==> config.mk <==
export PLATFORM = sky130hd
export DESIGN_NAME = pic_int_arb
export DESIGN_NICKNAME = d
export VERILOG_FILES = /design/src/rtl/pic_int_arb.sv
export SDC_FILE = /design/constraint.sdc
export NUM_CORES = 1
export LEC_CHECK = 0
export CORE_ASPECT_RATIO = 0.7
export CORE_MARGIN = 2
export CORE_UTILIZATION = 34
export CTS_BUF_LIST = sky130_fd_sc_hd__clkbuf_4
export CTS_CLUSTER_SIZE = 30
export DETAILED_ROUTE_END_ITERATION = 8
export GPL_TIMING_DRIVEN = 0
export PLACE_DENSITY = 0.52
export SLEW_MARGIN = 10
export SYNTH_ARGS = -nofsm -noshare
export SYNTH_HDL_FRONTEND = slang
export SYNTH_SLANG_ARGS = --single-unit
==> constraint.sdc <==
create_clock -name pic_clk -period 21.2 [get_ports pic_clk]
set_clock_uncertainty 0.05 [all_clocks]
set_input_delay 6.36 -clock pic_clk [delete_from_list [all_inputs] [get_ports pic_clk]]
set_output_delay 6.36 -clock pic_clk [all_outputs]
set_load 0.03 [all_outputs]
==> src/rtl/pic_int_arb.sv <==
// pic_int_arb: priority arbiter and claim/complete sequencer feeding the core's external interrupt.
// Optional feature: define PIC_ARB_RR_EN for round-robin tie-break among equal top priorities.
module pic_int_arb #(
  parameter int unsigned INT_NUM = 16,
  parameter int unsigned PRIO_W  = 3,
  parameter int unsigned ID_W    = $clog2(INT_NUM)
) (
  input  logic                      pic_clk,
  input  logic                      pic_rst,
  input  logic [INT_NUM-1:0]        int_pend,
  input  logic [INT_NUM*PRIO_W-1:0] int_prio,
  input  logic [PRIO_W-1:0]         int_thresh,
  input  logic                      claim_req,
  input  logic                      complete_vld,
  input  logic [ID_W-1:0]           complete_id,
  output logic                      int_req,
  output logic                      claim_ack,
  output logic [ID_W-1:0]           claim_id,
  output logic [ID_W-1:0]           active_id,
  output logic                      cmpl_err
);

  typedef enum logic [1:0] {
    StIdle = 2'd0,
    StReq  = 2'd1,
    StSvc  = 2'd2
  } state_e;

  state_e              state_q, state_d;
  logic [INT_NUM-1:0]  in_svc_q, in_svc_d;
  logic                win_vld_q;
  logic [ID_W-1:0]     win_id_q;
  logic                claim_ack_q, claim_ack_d;
  logic [ID_W-1:0]     claim_id_q, claim_id_d;
  logic [ID_W-1:0]     active_id_q, active_id_d;
  logic                cmpl_err_q, cmpl_err_d;

  logic [PRIO_W-1:0]   prio_a [INT_NUM];
  logic [INT_NUM-1:0]  elig;
  logic                best_vld;
  logic [ID_W-1:0]     best_id;
  logic [PRIO_W-1:0]   best_prio;
  logic [ID_W-1:0]     cand;

`ifdef PIC_ARB_RR_EN
  localparam int unsigned CW = ID_W + 1;
  logic [ID_W-1:0]     rr_ptr_q, rr_ptr_d;
  logic [CW-1:0]       cand_w;
`endif

  always_comb begin
    elig = '0;
    for (int i = 0; i < INT_NUM; i++) begin
      prio_a[i] = int_prio[i*PRIO_W +: PRIO_W];
      elig[i]   = int_pend[i] & ~in_svc_q[i] & (prio_a[i] > int_thresh);
    end
    elig[0] = 1'b0;
  end

  // Scan sources in tie-break order; only a strictly higher priority displaces the current best.
  always_comb begin
    best_vld  = 1'b0;
    best_id   = '0;
    best_prio = '0;
    cand      = '0;
`ifdef PIC_ARB_RR_EN
    cand_w    = '0;
`endif
    for (int k = 0; k < INT_NUM - 1; k++) begin
`ifdef PIC_ARB_RR_EN
      cand_w = {1'b0, rr_ptr_q} + CW'(k + 1);
      if (cand_w > CW'(INT_NUM - 1)) cand_w = cand_w - CW'(INT_NUM - 1);
      cand = cand_w[ID_W-1:0];
`else
      cand = ID_W'(k + 1);
`endif
      if (elig[cand] && (!best_vld || (prio_a[cand] > best_prio))) begin
        best_vld  = 1'b1;
        best_id   = cand;
        best_prio = prio_a[cand];
      end
    end
  end

  always_comb begin
    state_d     = state_q;
    in_svc_d    = in_svc_q;
    active_id_d = active_id_q;
    claim_ack_d = claim_req;
    claim_id_d  = '0;
    cmpl_err_d  = complete_vld &&
                  !((state_q == StSvc) && (complete_id == active_id_q));
`ifdef PIC_ARB_RR_EN
    rr_ptr_d    = rr_ptr_q;
`endif
    unique case (state_q)
      StIdle: begin
        if (win_vld_q) state_d = StReq;
      end
      StReq: begin
        if (claim_req && win_vld_q) begin
          claim_id_d          = win_id_q;
          in_svc_d[win_id_q]  = 1'b1;
          active_id_d         = win_id_q;
          state_d             = StSvc;
`ifdef PIC_ARB_RR_EN
          rr_ptr_d            = win_id_q;
`endif
        end else if (!win_vld_q) begin
          state_d = StIdle;
        end
      end
      StSvc: begin
        if (complete_vld && (complete_id == active_id_q)) begin
          in_svc_d[active_id_q] = 1'b0;
          active_id_d           = '0;
          state_d               = StIdle;
        end
      end
      default: state_d = StIdle;
    endcase
  end

  always_ff @(posedge pic_clk or posedge pic_rst) begin
    if (pic_rst) begin
      state_q     <= StIdle;
      in_svc_q    <= '0;
      win_vld_q   <= 1'b0;
      win_id_q    <= '0;
      claim_ack_q <= 1'b0;
      claim_id_q  <= '0;
      active_id_q <= '0;
      cmpl_err_q  <= 1'b0;
`ifdef PIC_ARB_RR_EN
      rr_ptr_q    <= '0;
`endif
    end else begin
      state_q     <= state_d;
      in_svc_q    <= in_svc_d;
      win_vld_q   <= best_vld;
      win_id_q    <= best_id;
      claim_ack_q <= claim_ack_d;
      claim_id_q  <= claim_id_d;
      active_id_q <= active_id_d;
      cmpl_err_q  <= cmpl_err_d;
`ifdef PIC_ARB_RR_EN
      rr_ptr_q    <= rr_ptr_d;
`endif
    end
  end

  assign int_req   = (state_q == StReq);
  assign claim_ack = claim_ack_q;
  assign claim_id  = claim_id_q;
  assign active_id = active_id_q;
  assign cmpl_err  = cmpl_err_q;

endmodule
==> Flow_metrics.wiki, run 1 <==
{| class="wikitable"
! Metric !! Value
|-
| Number of antenna diodes || 0
|-
| Area of all sequential standard cells || 801 µm²
|-
| Violated checks || setup timing
|-
| Worst-path cell with the longest stage delay || sky130_fd_sc_hd__o311a_4
|-
| Port bufs || 81
|-
| Overall track demand over capacity in global routing || 21.0%
|-
| Kind of start point of the critical path || input port
|-
| Final hold violation count || 0
|-
| Placed cell count || 770
|-
| Highest Clock Rate || 40.2 MHz
|-
| Floorplan die area || 0.0138 mm²
|-
| Total Power Consumption || 0.715 mW
|-
| VDD IR max || 0.0000743 V
|-
| Violation count after the first detailed-route iteration || 278
|-
| RSZ-0062 raised after global routing || true
|-
| Power Density || 103 mW/mm²
|-
| Minimum setup slack among reg-to-reg paths || 2510 ps
|-
| Routed Antenna Nets || 0
|-
| Share of synthesized flip-flops with an asynchronous set or reset || 100%
|-
| Vias after detailed routing || 4,634
|-
| Worst Path Buf+Inv || 11
|-
| CTS root buf || sky130_fd_sc_hd__clkbuf_4
|-
| Insertion delay of the later-clocked pin in the worst-skew pair || 340 ps
|-
| Post-CTS Hold Fix Bufs || 0
|-
| Number of warnings printed during yosys synthesis || 0
|-
| Syn Nets || 683
|-
| Worst path arrival time || 25,050 ps
|-
| Crit-path max FO || 7
|-
| Primary flip-flop cell chosen by synthesis mapping || sky130_fd_sc_hd__dfrtp_1
|-
| Post-synth EDFFs || 0
|-
| Type of the worst setup path || input port to flop
|-
| CTS sink count || 32
|-
| WL per Instance || 17.5 µm
|-
| FF-to-FF End || win_id_q[1]
|-
| Leading cell type in the layout, fill and taps excluded || sky130_fd_sc_hd__buf_4
|-
| Final critical-path share of the clock period || 117%
|-
| Vias per Instance || 5.42
|-
| # Max-Cap Violations || 0
|-
| Number of slew-limit violations in the final report || 0
|-
| Level count of the clock H-tree || 2
|-
| Number of cells produced by synthesis || 527
|-
| Count of nets after finishing || 848
|-
| Total wire length || 14,900 µm
|-
| Data required time of the critical path || 21,370 ps
|-
| Crit. End Element || flop
|-
| Endpoint of the worst hold-timing path || state_q[0]
|-
| Number of distinct standard cells referenced by the synthesized netlist || 74
|-
| Final standard cell count with taps included and fillers excluded || 855
|-
| Final setup fails || 4
|-
| Fraction of layout cells with a size suffix above 1 || 35.9%
|-
| Hold-critical path depth || 1
|-
| Final worst path period need || 24,880 ps
|-
| Commonest cells after routing, fill and taps aside || sky130_fd_sc_hd__buf_4 (76), sky130_fd_sc_hd__clkdlybuf4s50_1 (75), sky130_fd_sc_hd__ha_1 (57)
|-
| Utilization of the core after routing || 55.5%
|-
| Number of global-route vias before repair || 4,706
|-
| DRC || 0
|-
| Worst min-delay path startpoint || state_q[0]
|-
| Setup slack after layout || -3680 ps
|-
| Worst rel slew slack || 29.5%
|-
| Total standard cell area after synthesis || 0.00437 mm²
|-
| Result of the run || finished, violations left
|-
| Worst Reg2Reg Path Length in Cells || 114
|-
| Dominant delay contributor by cell family on the critical path || compound AO/OA/AOI/OAI gates
|-
| Number of buffers between clock root and the deepest sink || 2
|-
| Pre-CTS WS || -6460 ps
|-
| Post-Synthesis Mean Instance Area || 8.29 µm²
|-
| I/O pin count || 86
|-
| Beginning of the worst register-to-register path || in_svc_q[1]
|-
| Final weighted congestion of routability-driven global placement || 0.862
|-
| Fraction of the yosys area taken by sequential cells || 18.3%
|-
| Measured slew at the worst slew-check pin || 1040 ps
|-
| First-pass GRT wire length || 23,500 µm
|-
| Cell with the most instances on the worst path || sky130_fd_sc_hd__ha_4
|-
| Clock buffer count from CTS || 5
|-
| Number of iterations in the first detailed-routing pass || 4
|-
| Footprint of the multi-input gates || 0.00420 mm²
|-
| CTS tree || built
|-
| Core ar. || 0.0125 mm²
|-
| Static Leakage || 3.01 nW
|-
| Effective utilization at floorplan || 35.0%
|-
| Chip Width || 139 µm
|-
| Post-synthesis register bit count || 32
|-
| Maximum number of pins on one net before global-route repair || 33
|-
| Number of core rows || 34
|-
| Die Y || 98.8 µm
|-
| Area overhead of the layout relative to synthesis || 58.3%
|-
| Worst hold-check path type || flop to flop
|-
| Number of filler cells placed in the layout || 1,118
|-
| Initial antenna violation count || 0
|-
| CTS clk-pin slew, worst paths || 110 ps
|-
| Worst path max stage delay || 360 ps
|-
| Critical path origin || int_thresh[1]
|-
| Grt total ovfl || 0
|-
| Sum of net half-perimeters after detailed placement || 10,600 µm
|}
==> sequential cells by signal, indices dropped and copies added, names as in the netlist <==
register,count
in_svc_q,15
win_id_q,4
active_id,4
state_q,2
claim_id,4
win_vld_q,1
cmpl_err,1
claim_ack,1
==> cell families after synthesis <==
logic type / Yosys count / share of synthesized area, %
adder cells (fa/ha/maj): 81 / 23.2
AND/OR/NAND/NOR: 180 / 24.3
multiplexers: 8 / 2.06
XOR/XNOR: 4 / 0.802
buffers and inverters: 57 / 5.13
flip-flops: 32 / 18.3
AO/OA/AOI/OAI: 165 / 26.2
==> routing by layer <==
layer	vias up	routed length, µm	global-route usage, %
met5	-	0	0
met4	0	104	4.04
met3	12	715	2.48
met2	110	6560	33.1
met1	2230	7550	31.1
li1	2282	-	-
==> metrics by stage <==
step	hold WS, ps	TNS, ps	instance area [µm²]
after global routing	485	-18180	6910
final	464	-14680	6910
after CTS	466	-13200	6490
after global placement	442	-24490	5570
after floorplan	410	-13550	4560
after detailed placement	451	-25770	5570
==> cell usage after synthesis, drive strengths merged (11+ instances only) <==
cell	instances	share of area, %
and2	15	2.2
a21oi	31	3.6
nor3	11	1.3
inv	52	4.5
ha	81	23
a21o	15	2.7
dfrtp	32	18
nor2	27	2.4
nand2	32	2.8
nor2b	17	2.7
nand3	27	3.1
o21ai	56	6.4
==> repair_timing <==
item	CTS	global route
setup endpoints to repair	4	4
setup buffers	60	21
endpoints found under the hold margin	0	0
pin swaps	75	78
resized for setup	103	57
==> worst max path at each step <==
stage,to,slack [ps],cells past startpoint
floorplan,win_id_q[1],-3410,113
global placement,win_id_q[1],-6140,114
detailed placement,win_id_q[1],-6460,111
CTS,win_id_q[1],-3310,115
global route,win_id_q[3],-4560,117
finish,win_id_q[1],-3680,117
==> report_power, final <==
group / leakage (nW) / internal [mW] / switching [mW]
Sequential: 0.389 / 0.0856 / 0.0257
Combinational: 2.58 / 0.290 / 0.267
Clock: 0.0412 / 0.0246 / 0.0225
==> cell type report <==
cell class              instances  share of cell area (%)
clock buffers                   5                   0.543
well taps                     162                    2.93
multi-input cells             438                    60.7
repair buffers                159                    20.2
flip-flops and latches         32                    11.6
inverters                      52                    2.97
clock inverters                 3                   0.615
plain buffers                   4                   0.434
No activity file was read; power rests on OpenSTA's default activity.
==> run 2: changes to the inputs <==
--- a/config.mk
+++ b/config.mk
@@ -5,8 +5,6 @@
 export SDC_FILE = /design/constraint.sdc
 export NUM_CORES = 1
 export LEC_CHECK = 0
-export CORE_ASPECT_RATIO = 0.7
-export CORE_MARGIN = 2
 export CORE_UTILIZATION = 34
 export CTS_BUF_LIST = sky130_fd_sc_hd__clkbuf_4
 export CTS_CLUSTER_SIZE = 30
==> run 2 against run 1 <==
  * The flow still finishes with violations (setup timing)
  * Critical endpoint unchanged
  * Sequential share of layout area fell by 0.25 points
  * Flip-flop and latch count did not move
  * Worst setup slack improved by 210 ps
  * Fmax rose by 0.84%
  * Core utilization rose by 0.78 points
  * Final cell count rose by 5.1%
  * First-iteration DRC count fell by 33%
  * Via count rose by 2.3%
==> Flow_metrics.wiki, run 2 (synthesis gave the netlist of run 1 again) <==
{| class="wikitable"
! Metric !! Value
|-
| Post-CTS Hold Fix Bufs || 0
|-
| Beginning of the worst register-to-register path || in_svc_q[1]
|-
| Clock buffer count from CTS || 5
|-
| Kind of start point of the critical path || input port
|-
| CTS sink count || 32
|-
| Routed wl met2 || 7260 µm
|-
| Power Density || 97.0 mW/mm²
|-
| Area overhead of the layout relative to synthesis || 61.8%
|-
| Number of buffers between clock root and the deepest sink || 2
|-
| Die Y || 115 µm
|-
| Final setup fails || 4
|-
| Final weighted congestion of routability-driven global placement || 0.846
|-
| Number of iterations in the first detailed-routing pass || 4
|-
| Final worst path period need || 24,670 ps
|-
| Sum of net half-perimeters after detailed placement || 10,300 µm
|-
| Pre-CTS WS || -6250 ps
|-
| Core ar. || 0.0126 mm²
|-
| Routed Antenna Nets || 0
|-
| Initial antenna violation count || 0
|-
| Violated checks || setup timing
|-
| I/O pin count || 86
|-
| Vias per Instance || 5.27
|-
| Overall track demand over capacity in global routing || 22.7%
|-
| Number of global-route vias before repair || 4,825
|-
| Type of the worst setup path || input port to flop
|-
| Footprint of the multi-input gates || 0.00412 mm²
|-
| Worst path arrival time || 24,840 ps
|-
| # Max-Cap Violations || 0
|-
| Worst hold-check path type || flop to flop
|-
| Final critical-path share of the clock period || 116%
|-
| Vias after detailed routing || 4,739
|-
| Fraction of layout cells with a size suffix above 1 || 38.4%
|-
| Total length of routed met3 wires || 690 µm
|-
| Number of filler cells placed in the layout || 1,107
|-
| Final hold violation count || 0
|-
| Total wire length || 15,100 µm
|-
| Worst-path cell with the longest stage delay || sky130_fd_sc_hd__or3_4
|-
| Highest Clock Rate || 40.5 MHz
|-
| Floorplan die area || 0.0133 mm²
|-
| CTS clk-pin slew, worst paths || 100 ps
|-
| Most flop-heavy register || in_svc_q
|-
| Number of slew-limit violations in the final report || 0
|-
| Number of antenna diodes || 0
|-
| Worst path max stage delay || 340 ps
|-
| Leading cell type in the layout, fill and taps excluded || sky130_fd_sc_hd__buf_4
|-
| DRC || 0
|-
| Worst min-delay path startpoint || state_q[0]
|-
| Setup slack after layout || -3470 ps
|-
| First-pass GRT wire length || 23,800 µm
|-
| Measured slew at the worst slew-check pin || 1100 ps
|-
| Area of all sequential standard cells || 801 µm²
|-
| Port bufs || 81
|-
| Grt total ovfl || 0
|-
| Level count of the clock H-tree || 2
|-
| Worst rel slew slack || 25.5%
|-
| Data required time of the critical path || 21,360 ps
|-
| CTS root buf || sky130_fd_sc_hd__clkbuf_4
|-
| Chip Width || 115 µm
|-
| Commonest cells after routing, fill and taps aside || sky130_fd_sc_hd__buf_4 (111), sky130_fd_sc_hd__clkdlybuf4s50_1 (75), sky130_fd_sc_hd__ha_1 (58)
|-
| Number of core rows || 41
|-
| Cell with the most instances on the worst path || sky130_fd_sc_hd__a21oi_2
|-
| Static Leakage || 3.12 nW
|-
| Met1 WL || 6810 µm
|-
| Crit-path max FO || 7
|-
| Top Layer Used || met4
|-
| Violation count after the first detailed-route iteration || 186
|-
| Insertion delay of the later-clocked pin in the worst-skew pair || 330 ps
|-
| CTS tree || built
|-
| Result of the run || finished, violations left
|-
| Count of nets after finishing || 882
|-
| Effective utilization at floorplan || 34.8%
|-
| RSZ-0062 raised after global routing || true
|-
| Critical path origin || int_thresh[1]
|-
| VDD IR max || 0.0000623 V
|-
| Crit. End Element || flop
|-
| WL per Instance || 16.8 µm
|-
| Number of flip-flops in the largest register || 15
|-
| Maximum number of pins on one net before global-route repair || 33
|-
| Total Power Consumption || 0.686 mW
|}
==> run 2: cell count changes in the layout (fill, tap and decap cells not counted), moves of 2 or more <==
cell	delta
sky130_fd_sc_hd__a21oi_2	+5
sky130_fd_sc_hd__a21oi_4	-5
sky130_fd_sc_hd__buf_4	+35
sky130_fd_sc_hd__nand2_2	+2
sky130_fd_sc_hd__nand2_4	-2
sky130_fd_sc_hd__o21ai_2	+2
==> run 2: per-stage QoR <==
| step | TNS (ps) | util (%) | area [µm²] | std cells | hold WS (ps) |
|---|---|---|---|---|---|
| after global placement | -24030 | 44.4 | 5580 | 780 | 455 |
| after global routing | -17230 | 56.2 | 7070 | 899 | 493 |
| final | -13840 | 56.2 | 7070 | 899 | 468 |
| after floorplan | -13550 | - | 4560 | 527 | 410 |
| after detailed placement | -24900 | 44.4 | 5580 | 780 | 457 |
| after CTS | -13190 | 53.2 | 6690 | 883 | 473 |
==> run 2: cell type report <==
class,count,share of cell area (%)
plain buffers,3,0.212
clock buffers,5,0.531
clock inverters,3,0.195
inverters,52,2.87
multi-input cells,438,58.3
flip-flops and latches,32,11.3
well taps,172,3.04
repair buffers,194,23.5
==> run 2: per-layer routing <==
layer	GRT usage, %	vias to the layer above
li1	-	2354
met1	29.7	2249
met2	38.7	111
met3	2.48	25
met4	7.45	0
met5	0	-
==> run 2: worst paths after layout <==
| check | endpoint | slack [ps] | cells after the start |
|---|---|---|---|
| min in group asynchronous | active_id[2] | 6380 | 2 |
| hold reg to reg | state_q[0] | 470 | 1 |
| max in group asynchronous | in_svc_q[8] | 14300 | 2 |
| setup / recovery | win_id_q[1] | -3470 | 113 |
| setup reg to reg | win_id_q[1] | 2700 | 110 |
| hold / removal | state_q[0] | 470 | 1 |
==> run 2: worst max-delay path: cells and delay by family <==
kind                       cells  cell delay, ps
and+or+nand+nor               27            4270
adders and majority gates     15            3540
AOI/OAI and AO/OA             59            8980
muxes                          3             850
buffers and inverters          9             780
==> run 2: what timing repair did <==
action                                  CTS  global route
resized for setup                        98            49
endpoints found under the setup margin    4             4
buffers inserted                         95            20
pin swaps                                72            54
==> run 2: where the power goes <==
part	total (mW)	switching, mW	internal, mW	leakage [nW]
clock network	0.0331	0.0210	0.0121	0.0324
logic	0.542	0.259	0.283	2.70
registers	0.111	0.0251	0.0857	0.389
total	0.686	0.305	0.380	3.12
==> run 3: changes to the inputs <==
--- a/config.mk
+++ b/config.mk
@@ -5,12 +5,13 @@
 export SDC_FILE = /design/constraint.sdc
 export NUM_CORES = 1
 export LEC_CHECK = 0
+export CAP_MARGIN = 20
 export CORE_UTILIZATION = 34
 export CTS_BUF_LIST = sky130_fd_sc_hd__clkbuf_4
 export CTS_CLUSTER_SIZE = 30
 export DETAILED_ROUTE_END_ITERATION = 8
 export GPL_TIMING_DRIVEN = 0
-export PLACE_DENSITY = 0.52
+export PLACE_DENSITY_LB_ADDON = 0.25
 export SLEW_MARGIN = 10
 export SYNTH_ARGS = -nofsm -noshare
 export SYNTH_HDL_FRONTEND = slang
==> constraint.sdc (replaced) <==
create_clock -name pic_clk -period 29.4 [get_ports pic_clk]
set_clock_uncertainty 0.05 [all_clocks]
set_input_delay 8.82 -clock pic_clk [delete_from_list [all_inputs] [get_ports pic_clk]]
set_output_delay 8.82 -clock pic_clk [all_outputs]
set_load 0.03 [all_outputs]
==> run 3 against run 2 <==
  * The flow now finishes without violations
  * Core utilization fell by 9.0 points
  * Non-clock buffer count fell by 82
  * Critical path type unchanged
  * Sequential share of layout area rose by 2.2 points
  * Final cell count fell by 9.1%
  * Highest routed layer unchanged
  * Combinational power fell by 48%
  * Total power fell by 44%
==> Flow_metrics.wiki, run 3 (synthesis gave the netlist of run 1 again) <==
{| class="wikitable"
! Metric !! Value
|-
| Result of the run || completed
|-
| Worst path max stage delay || 510 ps
|-
| Final hold violation count || 0
|-
| CTS sink count || 32
|-
| Crit. End Element || flop
|-
| Final worst path period need || 28,450 ps
|-
| CTS root buf || sky130_fd_sc_hd__clkbuf_4
|-
| Type of the worst setup path || input port to flop
|-
| Final weighted congestion of routability-driven global placement || 0.898
|-
| Level count of the clock H-tree || 2
|-
| CTS clk-pin slew, worst paths || 90 ps
|-
| Count of nets after finishing || 800
|-
| First-pass GRT wire length || 20,400 µm
|-
| Total Power Consumption || 0.385 mW
|-
| Footprint of the multi-input gates || 0.00358 mm²
|-
| Worst-path cell with the longest stage delay || sky130_fd_sc_hd__clkdlybuf4s15_2
|-
| Final standard cell count with taps included and fillers excluded || 817
|-
| DRC || 0
|-
| Hold-critical path depth || 1
|-
| Area overhead of the layout relative to synthesis || 36.0%
|-
| VDD IR max || 0.0000415 V
|-
| Clock network fraction of design power || 6.0%
|-
| Switching Share || 46.9%
|-
| Worst Reg2Reg Path Length in Cells || 111
|-
| Sum of net half-perimeters after detailed placement || 10,000 µm
|-
| Combinational power share || 73.3%
|-
| Most flop-heavy register || in_svc_q
|-
| Number of core rows || 41
|-
| Post-CTS Hold Fix Bufs || 0
|-
| Internal power || 0.204 mW
|-
| Data required time of the critical path || 29,560 ps
|-
| Floorplan die area || 0.0133 mm²
|-
| Number of slew-limit violations in the final report || 0
|-
| Worst path arrival time || 28,610 ps
|-
| Overall track demand over capacity in global routing || 19.3%
|-
| Minimum setup slack among reg-to-reg paths || 9960 ps
|-
| Grt total ovfl || 0
|-
| CTS tree || built
|-
| FF-to-FF End || win_id_q[1]
|-
| Placed cell count || 781
|-
| Number of global-route vias before repair || 4,347
|-
| Pre-CTS WS || -2440 ps
|-
| Violation count after the first detailed-route iteration || 230
|-
| Static Leakage || 2.66 nW
|-
| Switching power || 0.181 mW
|-
| Chip Width || 115 µm
|-
| Fraction of layout cells with a size suffix above 1 || 19.2%
|-
| Worst rel slew slack || 45.2%
|-
| Share of power burned in registers || 20.6%
|-
| WL per Instance || 15.6 µm
|-
| Maximum number of pins on one net before global-route repair || 24
|-
| Die Y || 115 µm
|-
| Initial antenna violation count || 0
|-
| Clock buffer count from CTS || 5
|-
| Number of flip-flops in the largest register || 15
|-
| Port bufs || 81
|-
| Routed Antenna Nets || 0
|-
| Number of buffers between clock root and the deepest sink || 2
|-
| Insertion delay of the later-clocked pin in the worst-skew pair || 330 ps
|-
| Vias per Instance || 5.40
|-
| Worst hold-check path type || flop to flop
|-
| Final setup fails || 0
|-
| Commonest cells after routing, fill and taps aside || sky130_fd_sc_hd__ha_1 (78), sky130_fd_sc_hd__clkdlybuf4s50_1 (78), sky130_fd_sc_hd__inv_1 (48)
|-
| # Max-Cap Violations || 0
|-
| Worst min-delay path startpoint || state_q[0]
|-
| I/O pin count || 86
|-
| Number of iterations in the first detailed-routing pass || 4
|-
| Measured slew at the worst slew-check pin || 811 ps
|-
| Highest Clock Rate || 35.1 MHz
|-
| Effective utilization at floorplan || 34.8%
|-
| Beginning of the worst register-to-register path || in_svc_q[1]
|-
| Final worst hold slack || 480 ps
|-
| Core ar. || 0.0126 mm²
|-
| Vias after detailed routing || 4,413
|-
| Number of filler cells placed in the layout || 1,241
|-
| Final critical-path share of the clock period || 96.8%
|-
| Endpoint of the worst hold-timing path || state_q[0]
|-
| Total wire length || 12,800 µm
|-
| Number of antenna diodes || 0
|-
| Kind of start point of the critical path || input port
|-
| Setup Total Neg Slack || 0 ps
|-
| Crit-path max FO || 15
|-
| Power Density || 64.9 mW/mm²
|-
| Cell with the most instances on the worst path || sky130_fd_sc_hd__ha_1
|-
| Area of all sequential standard cells || 801 µm²
|-
| Setup slack after layout || 950 ps
|}
-- run 3: cell count changes in the layout (fill, tap and decap cells not counted), sizes merged --
cell,previous run,this run
buf,120,33
clkdlybuf4s50,75,78
dlymetal6s2s,0,2
-- run 3: worst max-delay path, delay by kind of cell --
kind | cells | cell delay [ps]
fa+ha+maj | 15 | 3980
mux | 3 | 770
buf+inv | 8 | 1050
compound gates | 58 | 8990
simple gates | 29 | 4920
-- run 3: through the flow --
stage / area (µm²) / util, %
global route: 5940 / 47.3
detailed placement: 5420 / 43.1
CTS: 5650 / 45.0
floorplan: 4370 / -
finish: 5940 / 47.3
global placement: 5390 / 42.9
-- run 3: routing by layer --
metal  GRT usage, %  share of wire, %  vias to the layer above
met5              0                 0                        -
met4           3.64               1.4                        0
met3           2.27               4.2                       18
met2           35.3                49                      116
met1           24.3                46                     2094
li1               -                 -                     2185
-- run 3: timing repair --
item                       CTS  global route
cloned                       0             1
resized for setup           27            48
pin swaps                    1            18
setup buffers               12            16
setup endpoints to repair    4             4
-- run 3: cell type report --
cell class / instances / area share [%]
well taps: 172 / 3.62
inverters: 52 / 3.41
plain buffers: 4 / 0.506
clock inverters: 3 / 0.232
clock buffers: 5 / 0.632
flip-flops and latches: 32 / 13.5
repair buffers: 111 / 17.8
multi-input cells: 438 / 60.3
-- run 3: power groups by stage --
stage | clock [mW] | sequential (mW) | combinational (mW)
after global routing | 0.0258 | 0.0821 | 0.316
after CTS | 0.0240 | 0.0797 | 0.255
final | 0.0232 | 0.0795 | 0.282
after detailed placement | 0 | 0.0803 | 0.240
after floorplan | 0 | 0.0802 | 0.167
after global placement | 0 | 0.0803 | 0.230
-- run 3: worst max path at each step --
stage,startpoint,to,slack (ps),cells after the start
finish,int_thresh[0],win_id_q[1],950,113
global route,int_thresh[0],win_id_q[1],-230,113
CTS,int_thresh[1],win_id_q[3],50,115
detailed placement,int_thresh[0],win_id_q[1],-2440,112
global placement,int_thresh[0],win_id_q[1],-1930,111
floorplan,int_thresh[1],win_id_q[1],1270,113
